File: config.mk
export PLATFORM = sky130hd
export DESIGN_NAME = pipe_stall_ctrl
export DESIGN_NICKNAME = d
export VERILOG_FILES = /design/src/rtl/pipe_stall_ctrl_pkg.sv /design/src/rtl/pipe_stall_ctrl_div_countdown.sv /design/src/rtl/pipe_stall_ctrl.sv
export SDC_FILE = /design/constraint.sdc
export NUM_CORES = 1
export LEC_CHECK = 0
export ABC_CLOCK_PERIOD_IN_PS = 3600
export BUFFER_PORTS_ARGS = -buffer_cell sky130_fd_sc_hd__buf_4
export CORE_MARGIN = 2
export CORE_UTILIZATION = 26
export DETAILED_ROUTE_END_ITERATION = 10
export PLACE_DENSITY = 0.48
export SYNTH_ARGS = -nofsm -noshare
export SYNTH_HDL_FRONTEND = slang
export SYNTH_SLANG_ARGS = --single-unit
File: constraint.sdc
create_clock -name clk -period 3.6 [get_ports clk]
set_input_delay 0.36 -clock clk [delete_from_list [all_inputs] [get_ports clk]]
set_output_delay 0.36 -clock clk [all_outputs]
set_load 0.005 [all_outputs]
File: src/rtl/pipe_stall_ctrl_pkg.sv
// Shared encodings for the pipeline stall/flush controller:
// FSM states and PC redirect source selects.
package pipe_stall_ctrl_pkg;

  typedef enum logic {
    ST_RUN      = 1'b0,
    ST_DIV_WAIT = 1'b1
  } state_t;

  localparam logic [1:0] SEL_SEQ = 2'd0;
  localparam logic [1:0] SEL_BR  = 2'd1;
  localparam logic [1:0] SEL_EXC = 2'd2;
  localparam logic [1:0] SEL_EPC = 2'd3;

  // Exception beats ERET when both are presented in the same cycle.
  function automatic logic [1:0] trap_sel(input logic exc, input logic eret);
    logic [1:0] sel;
    if (exc) begin
      sel = SEL_EXC;
    end else if (eret) begin
      sel = SEL_EPC;
    end else begin
      sel = SEL_SEQ;
    end
    return sel;
  endfunction

endpackage

File: src/rtl/pipe_stall_ctrl_div_countdown.sv
// Divide occupancy countdown: synchronous clear, load, decrement
// (saturating at zero) and a zero flag.
module pipe_stall_ctrl_div_countdown #(
  parameter int CNT_W = 6
) (
  input  logic             clk,
  input  logic             rst_n,
  input  logic             i_clr,
  input  logic             i_load,
  input  logic [CNT_W-1:0] i_load_val,
  input  logic             i_dec,
  output logic             o_zero
);

  logic [CNT_W-1:0] r_cnt;

  // Counter register; clear outranks load, load outranks decrement.
  always_ff @(posedge clk or negedge rst_n) begin
    if (!rst_n) begin
      r_cnt <= {CNT_W{1'b0}};
    end else if (i_clr) begin
      r_cnt <= {CNT_W{1'b0}};
    end else if (i_load) begin
      r_cnt <= i_load_val;
    end else if (i_dec && (r_cnt != {CNT_W{1'b0}})) begin
      r_cnt <= r_cnt - {{(CNT_W-1){1'b0}}, 1'b1};
    end else begin
      r_cnt <= r_cnt;
    end
  end

  assign o_zero = (r_cnt == {CNT_W{1'b0}});

endmodule

File: src/rtl/pipe_stall_ctrl.sv
// Pipeline stall/flush controller for the 5-stage core: arbitrates trap,
// divide, load-use and taken-branch events into stage enables, flushes and
// the PC redirect select, and counts stalled cycles.
module pipe_stall_ctrl
  import pipe_stall_ctrl_pkg::*;
#(
  parameter int DIV_CYCLES = 32,
  parameter int CNT_W      = 6
) (
  input  logic        clk,
  input  logic        rst_n,
  input  logic        load_use_i,
  input  logic        branch_taken_id,
  input  logic        div_start_ex,
  input  logic        exc_req_mem,
  input  logic        eret_mem,
  output logic        pc_en,
  output logic        ifid_en,
  output logic        ifid_flush,
  output logic        idex_en,
  output logic        idex_flush,
  output logic        exmem_flush,
  output logic [1:0]  redirect_sel,
  output logic        div_busy,
  output logic        div_done,
  output logic [31:0] stall_cycles
);

  localparam logic [CNT_W-1:0] DIV_LOAD = CNT_W'(DIV_CYCLES - 2);

  state_t      r_state;
  state_t      w_state_nxt;
  logic [31:0] r_stall_cycles;

  logic        w_cnt_clr;
  logic        w_cnt_load;
  logic        w_cnt_dec;
  logic        w_cnt_zero;

  logic        w_pc_en;
  logic        w_ifid_en;
  logic        w_ifid_flush;
  logic        w_idex_en;
  logic        w_idex_flush;
  logic        w_exmem_flush;
  logic [1:0]  w_redirect_sel;
  logic        w_div_busy;
  logic        w_div_done;

  pipe_stall_ctrl_div_countdown #(
    .CNT_W (CNT_W)
  ) u_div_cnt (
    .clk        (clk),
    .rst_n      (rst_n),
    .i_clr      (w_cnt_clr),
    .i_load     (w_cnt_load),
    .i_load_val (DIV_LOAD),
    .i_dec      (w_cnt_dec),
    .o_zero     (w_cnt_zero)
  );

  // FSM state register.
  always_ff @(posedge clk or negedge rst_n) begin
    if (!rst_n) begin
      r_state <= ST_RUN;
    end else begin
      r_state <= w_state_nxt;
    end
  end

  // Next-state and output decode; traps override every other event.
  always_comb begin
    w_state_nxt    = r_state;
    w_pc_en        = 1'b1;
    w_ifid_en      = 1'b1;
    w_ifid_flush   = 1'b0;
    w_idex_en      = 1'b1;
    w_idex_flush   = 1'b0;
    w_exmem_flush  = 1'b0;
    w_redirect_sel = SEL_SEQ;
    w_div_busy     = 1'b0;
    w_div_done     = 1'b0;
    w_cnt_clr      = 1'b0;
    w_cnt_load     = 1'b0;
    w_cnt_dec      = 1'b0;

    if (exc_req_mem || eret_mem) begin
      w_ifid_flush   = 1'b1;
      w_idex_flush   = 1'b1;
      w_exmem_flush  = 1'b1;
      w_redirect_sel = trap_sel(exc_req_mem, eret_mem);
      w_state_nxt    = ST_RUN;
      w_cnt_clr      = 1'b1;
    end else begin
      case (r_state)
        ST_RUN: begin
          if (div_start_ex) begin
            w_pc_en       = 1'b0;
            w_ifid_en     = 1'b0;
            w_idex_en     = 1'b0;
            w_exmem_flush = 1'b1;
            w_div_busy    = 1'b1;
            w_cnt_load    = 1'b1;
            w_state_nxt   = ST_DIV_WAIT;
          end else if (load_use_i) begin
            // A pending branch is dropped here and re-resolves next cycle.
            w_pc_en      = 1'b0;
            w_ifid_en    = 1'b0;
            w_idex_flush = 1'b1;
          end else if (branch_taken_id) begin
            w_redirect_sel = SEL_BR;
            w_ifid_flush   = 1'b1;
          end else begin
            w_state_nxt = ST_RUN;
          end
        end
        ST_DIV_WAIT: begin
          w_div_busy = 1'b1;
          if (w_cnt_zero) begin
            w_div_done  = 1'b1;
            w_state_nxt = ST_RUN;
          end else begin
            w_pc_en       = 1'b0;
            w_ifid_en     = 1'b0;
            w_idex_en     = 1'b0;
            w_exmem_flush = 1'b1;
            w_cnt_dec     = 1'b1;
          end
        end
        default: begin
          w_state_nxt = ST_RUN;
          w_cnt_clr   = 1'b1;
        end
      endcase
    end
  end

  // Stalled-cycle performance counter; wraps naturally at 2^32.
  always_ff @(posedge clk or negedge rst_n) begin
    if (!rst_n) begin
      r_stall_cycles <= 32'd0;
    end else if (!w_pc_en) begin
      r_stall_cycles <= r_stall_cycles + 32'd1;
    end else begin
      r_stall_cycles <= r_stall_cycles;
    end
  end

  // Reset asynchronously forces every control output inactive.
  assign pc_en        = w_pc_en       & rst_n;
  assign ifid_en      = w_ifid_en     & rst_n;
  assign ifid_flush   = w_ifid_flush  & rst_n;
  assign idex_en      = w_idex_en     & rst_n;
  assign idex_flush   = w_idex_flush  & rst_n;
  assign exmem_flush  = w_exmem_flush & rst_n;
  assign redirect_sel = w_redirect_sel & {2{rst_n}};
  assign div_busy     = w_div_busy    & rst_n;
  assign div_done     = w_div_done    & rst_n;
  assign stall_cycles = r_stall_cycles;

endmodule
== After elaboration in Yosys (flattened, before gate mapping) ==
Cells that the tools add are included.

* $add $sub $neg: 2
* Multipliers: 0
* Div/mod/pow operators: 0
* Order comparisons: 0
* Eq/ne operators: 0
* Shifts and indexed selects: 0
* Muxes and demuxes: 41
* Bitwise gates (word level): 9
* Reductions and logical operators: 5

{| class="wikitable"
|+ Operators by type and width
! cell !! count
|-
| $add A32 B1 Y32 const B || 1
|-
| $mux W1 || 31
|-
| $mux W6 || 3
|-
| $pmux W1 S2 || 4
|-
| $and A1 B1 Y1 || 7
|-
| $logic_not A6 Y1 || 1
|-
| $mux W2 || 3
|-
| $reduce_bool A6 Y1 || 1
|-
| $sub A6 B1 Y6 const B || 1
|-
| $reduce_bool A3 Y1 || 1
|-
| $and A2 B2 Y2 || 1
|-
| $logic_and A1 B1 Y1 || 1
|-
| $logic_or A1 B1 Y1 || 1
|-
| $not A1 Y1 || 1
|}

* Bits in registers: 39
* Latch bits: 0
* RAM bits: 0
* ROM bits: 0
* Input port bits: 7
* Output and inout port bits: 42
* Word-level logic and storage cells: 60
* Memories kept: 0

== Depth between registers and ports, before layout ==
* Depth in word-level cells: 8
* Depth in mapped cells: 8
* Mapped depth without buffers: 7

== Cells and area by module ==
From an unflattened synthesis, not the netlist that was laid out.

* Cell total of the unflattened synthesis: 217
* Area, all modules: 2158.3 um^2

{| class="wikitable"
|+ By module, submodules not included
! module !! times used !! cells an instance !! area each (um^2) !! sequential area each (um^2)
|-
| pipe_stall_ctrl || 1 || 164 || 1695.4 || 825.8
|-
| pipe_stall_ctrl_div_countdown || 1 || 53 || 462.9 || 150.1
|}

== Least setup slack after synthesis ==
OpenSTA, ideal clock, no wires.

* Path kind: register to register
* Start: register u_div_cnt.r_cnt[0]
* End: register r_stall_cycles[22] (netlist: stall_cycles[22])
* Setup time: 79 ps
* Arrival: 2112 ps
* Required time: 3521 ps
* Setup slack: 1409 ps
* Stages on the path, launching flop included: 9
* Path buffers: 1
* Clock period less this slack: 2191 ps
* Cell sequence: dfrtp_1 -> inv_1 -> ha_1 -> nor4b_1 -> a211o_1 -> or4_1 -> buf_2 -> nor4_4 -> xor2_1

* Cells in the longest elaborated chain, start to end: 4

{| class="wikitable"
|+ RTL lines
! item !! line !! source
|-
| start, declared || pipe_stall_ctrl_div_countdown.sv:15 || <nowiki>logic [CNT_W-1:0] r_cnt;</nowiki>
|-
| start signal, assigned || pipe_stall_ctrl_div_countdown.sv:20 || <nowiki>r_cnt <= {CNT_W{1'b0}};</nowiki>
|-
| start signal, assigned || pipe_stall_ctrl_div_countdown.sv:22 || <nowiki>r_cnt <= {CNT_W{1'b0}};</nowiki>
|-
| start signal, assigned || pipe_stall_ctrl_div_countdown.sv:24 || <nowiki>r_cnt <= i_load_val;</nowiki>
|-
| $logic_not A6 Y1 || pipe_stall_ctrl_div_countdown.sv:32 || <nowiki>assign o_zero = (r_cnt == {CNT_W{1'b0}});</nowiki>
|-
| $mux W1 || pipe_stall_ctrl.sv:119 || <nowiki>if (w_cnt_zero) begin</nowiki>
|-
| $pmux W1 S2 || pipe_stall_ctrl.sv:95 || <nowiki>case (r_state)</nowiki>
|-
| $mux W1 || pipe_stall_ctrl.sv:87 || <nowiki>if (exc_req_mem || eret_mem) begin</nowiki>
|-
| end signal, assigned || pipe_stall_ctrl.sv:143 || <nowiki>r_stall_cycles <= r_stall_cycles + 32'd1;</nowiki>
|-
| end signal, assigned || pipe_stall_ctrl.sv:145 || <nowiki>r_stall_cycles <= r_stall_cycles;</nowiki>
|-
| end, declared || pipe_stall_ctrl.sv:33 || <nowiki>logic [31:0] r_stall_cycles;</nowiki>
|}

Every way passes these cells.
A chain may end at the register's enable or synchronous reset.

== Final worst setup path ==
* Start: register u_div_cnt.r_cnt[0]
* End: output port idex_en

* Cells in the longest elaborated chain, start to end: 5

{| class="wikitable"
|+ RTL lines
! item !! line !! source
|-
| $logic_not A6 Y1 || pipe_stall_ctrl_div_countdown.sv:32 ||
|-
| $mux W1 || pipe_stall_ctrl.sv:119 ||
|-
| $pmux W1 S2 || pipe_stall_ctrl.sv:95 ||
|-
| $mux W1 || pipe_stall_ctrl.sv:87 ||
|-
| $and A1 B1 Y1 || pipe_stall_ctrl.sv:153 || <nowiki>assign idex_en = w_idex_en & rst_n;</nowiki>
|-
| end, declared || pipe_stall_ctrl.sv:20 || <nowiki>output logic idex_en,</nowiki>
|}

Every way passes these cells.

==> flow_metrics.tcl <==
set metrics [dict create \
    outcome "completed" \
    drc 0 \
    slowest_stage "nor4b_1" \
    wl_per_cell_um 13.7 \
    first_global_vias 1522 \
    drtAntennaViolNets 0 \
    cp_max_fo 5 \
    num_antenna_cells 0 \
    dr.pass1.iters 4 \
    antenna_found_initial 0 \
    power_density_nw_per_um2 429 \
    die_w_um 91.0 \
    core_area_um2 7290 \
    vias 1579 \
    p_leak_nw 1.17 \
    critPathBufInv 2 \
    syn2layout_area_growth_pct 29.2 \
    initial_core_util_pct 27.0 \
    hold_class "input port to asynchronous set/reset pin" \
    cp.arrival_ns 2.33 \
    setup_tns_ns 0 \
    vias_per_cell 4.58 \
    maxSlewHeadroom_pct 54.2 \
    clk_pin_slew_worst_paths_ns 0.08 \
    fin_skew_ns 0.0118 \
    final_core_util_pct 34.8 \
    ys_warn_count 0 \
    gp_congestion 0.727 \
    slowest_delay_ns 0.57 \
    critPathRequiredTime_ns 3.24 \
    synthesis.area_um2 1970 \
    clock_latency_ns 0.29 \
    die_y_um 91.0 \
    clockBufferDepth 2 \
    yosysTopAreaCell "dfrtp_1" \
    drive_gt1_share_pct 24.4 \
    nets 255 \
    period_share_pct 74.8 \
    grtUsageTotal_pct 11.7 \
    cts_max_level 2 \
    synthDistinctLibCells 35 \
    post_cts.repair.setup_buffers 0 \
    grt_setup_unrepaired "false" \
    drt_wl_total_um 4720 \
    synth.area.top_cells "dfrtp_1 (50%), xnor2_1 (11%), xor2_1 (4.5%)" \
    critPathTopFamily "simple AND/OR/NAND/NOR gates" \
    hold_violations 0 \
    drt_iter0_drc 87 \
    path_class "register to primary output" \
    pin_count 49 \
    gr-total-overflow 0 \
    dieArea_um2 8270 \
    cts_tree "done" \
    syn-num-nets 205 \
    min_period_ns 2.69 \
    peakVddDrop_v 0.000171 \
    yosysSeqAreaShare_pct 49.6 \
    end_kind "primary output" \
    num_rows 31 \
    cts_hold_buf 0 \
    yosysTopAreaCellShare_pct 49.6 \
    post_cts_resized 0 \
    numCtsBuffers 5 \
    cp-start-kind "register" \
    cp_cell_sequence "inv_1, ha_1, nor4b_1, a21oi_1, and2_1, nor2b_1, buf_4" \
    worst_pin_slew_ns 0.678 \
    cts-root-buf "clkbuf_8" \
    numClockSinks 39 \
    syn_avg_cell_area_um2 10.1 \
    portBuffers 48 \
    max_freq_mhz 371 \
    grt_pass1_wl_um 7760 \
    synth_cells 195 \
    setup_viol 0 \
    max-cap-violations 0 \
    hpwl_um 3360 \
    grt_max_degree 48 \
    synth_seq_cells 39 \
    drv_slew 0 \
]
[worst paths after layout]
check	start	end	cells past startpoint	slack [ns]
max reg2reg	u_div_cnt.r_cnt[0]	stall_cycles[15]	7	1.05
max	u_div_cnt.r_cnt[0]	idex_en	7	0.91
min	rst_n	r_state	1	0.05
max in group asynchronous	rst_n	stall_cycles[6]	1	3.14
min in group clk	eret_mem	r_state	3	0.37
min reg2reg	stall_cycles[31]	stall_cycles[31]	1	0.48
[layout make-up]
type	count	area [µm²]
Multi-Input combinational cell	144	936
Sequential cell	39	976
Tap cell	99	124
Clock inverter	2	35.0
Fill cell	776	4750
Clock buffer	6	82.6
Inverter	7	26.3
Timing Repair Buffer	48	360
[cells by family after synthesis]
group | synth area share [%]
adders and majority gates | 1.91
muxes | 0.573
AOI/OAI and AO/OA | 4.90
and+or+nand+nor | 25.1
xor gates and xnor gates | 15.1
buffers and inverters | 2.74
DFF | 49.7
[per-layer routing]
layer | up-vias | track usage, % | wire [µm]
met5 | - | 0 | 0
met4 | 0 | 3.41 | 21
met3 | 2 | 3.07 | 289
met2 | 45 | 18.5 | 2220
met1 | 764 | 15.8 | 2190
li1 | 768 | - | -
[stage by stage]
step	cells	power [mW]	hold slack [ns]	area, µm²	worst slack (ns)
finish	345	1.09	0.0544	2540	0.906
global route	345	1.15	0.105	2540	0.775
global placement	337	0.721	0.407	2420	1.04
CTS	345	1.11	0.0776	2540	0.897
detailed placement	337	0.720	0.399	2420	0.892
floorplan	195	0.618	0.0644	1970	1.41
[power by group]
group	leakage, nW	switching, mW	internal (mW)	total, mW
Sequential	0.514	0.0523	0.476	0.528
Clock	0.0612	0.158	0.224	0.382
Combinational	0.595	0.0787	0.101	0.179
[worst register-to-register path, delay by kind of cell, from the launching register on]
kind / cells / cell delay [ns]
AO/OA/AOI/OAI: 1 / 0.54
AND/OR/NAND/NOR: 3 / 1.05
adder cells (fa/ha/maj): 1 / 0.21
flip-flops: 1 / 0.40
buffers and inverters: 1 / 0.10
XOR/XNOR: 1 / 0.13
[sequential cells by signal, summed over array words and instances (netlist names)]
signal,cells
stall_cycles,32
u_div_cnt.r_cnt,6
r_state,1
[cells in the final DEF, fill, tap and decap left out, drive strengths merged, types with 3 or more instances in the layout]
master,count
a211oi,3
a21oi,3
and2,3
buf,48
clkbuf,6
dfrtp,39
ha,3
inv,7
nand2,20
nand2b,3
nand3,9
nand4,8
nor2,20
nor2b,3
nor3,9
nor4,4
or3,3
xnor2,24
xor2,10
[synthesized netlist by cell type]
library cell,n
nor3_2,1
buf_4,2
and3_1,2
or2_2,1
a311oi_1,1
or2_0,1
a211o_1,1
mux2_2,1
xnor2_1,24
xor2_1,10
nor3_1,8
a2bb2oi_1,1
buf_2,1
dfrtp_1,39
nor3b_1,1
nand2_1,20
nor2b_1,3
or4_1,2
o21a_1,2
or3_1,3
a211oi_1,3
nor4b_1,2
nor4_4,1
inv_1,7
nand4_1,8
nor2_1,20
and2_1,3
clkbuf_1,2
ha_1,3
a21oi_1,3
nand2b_1,3
nand3_1,9
a32oi_1,2
nor4_1,3
and4_1,2
No activity file was read; power rests on OpenSTA's default activity.
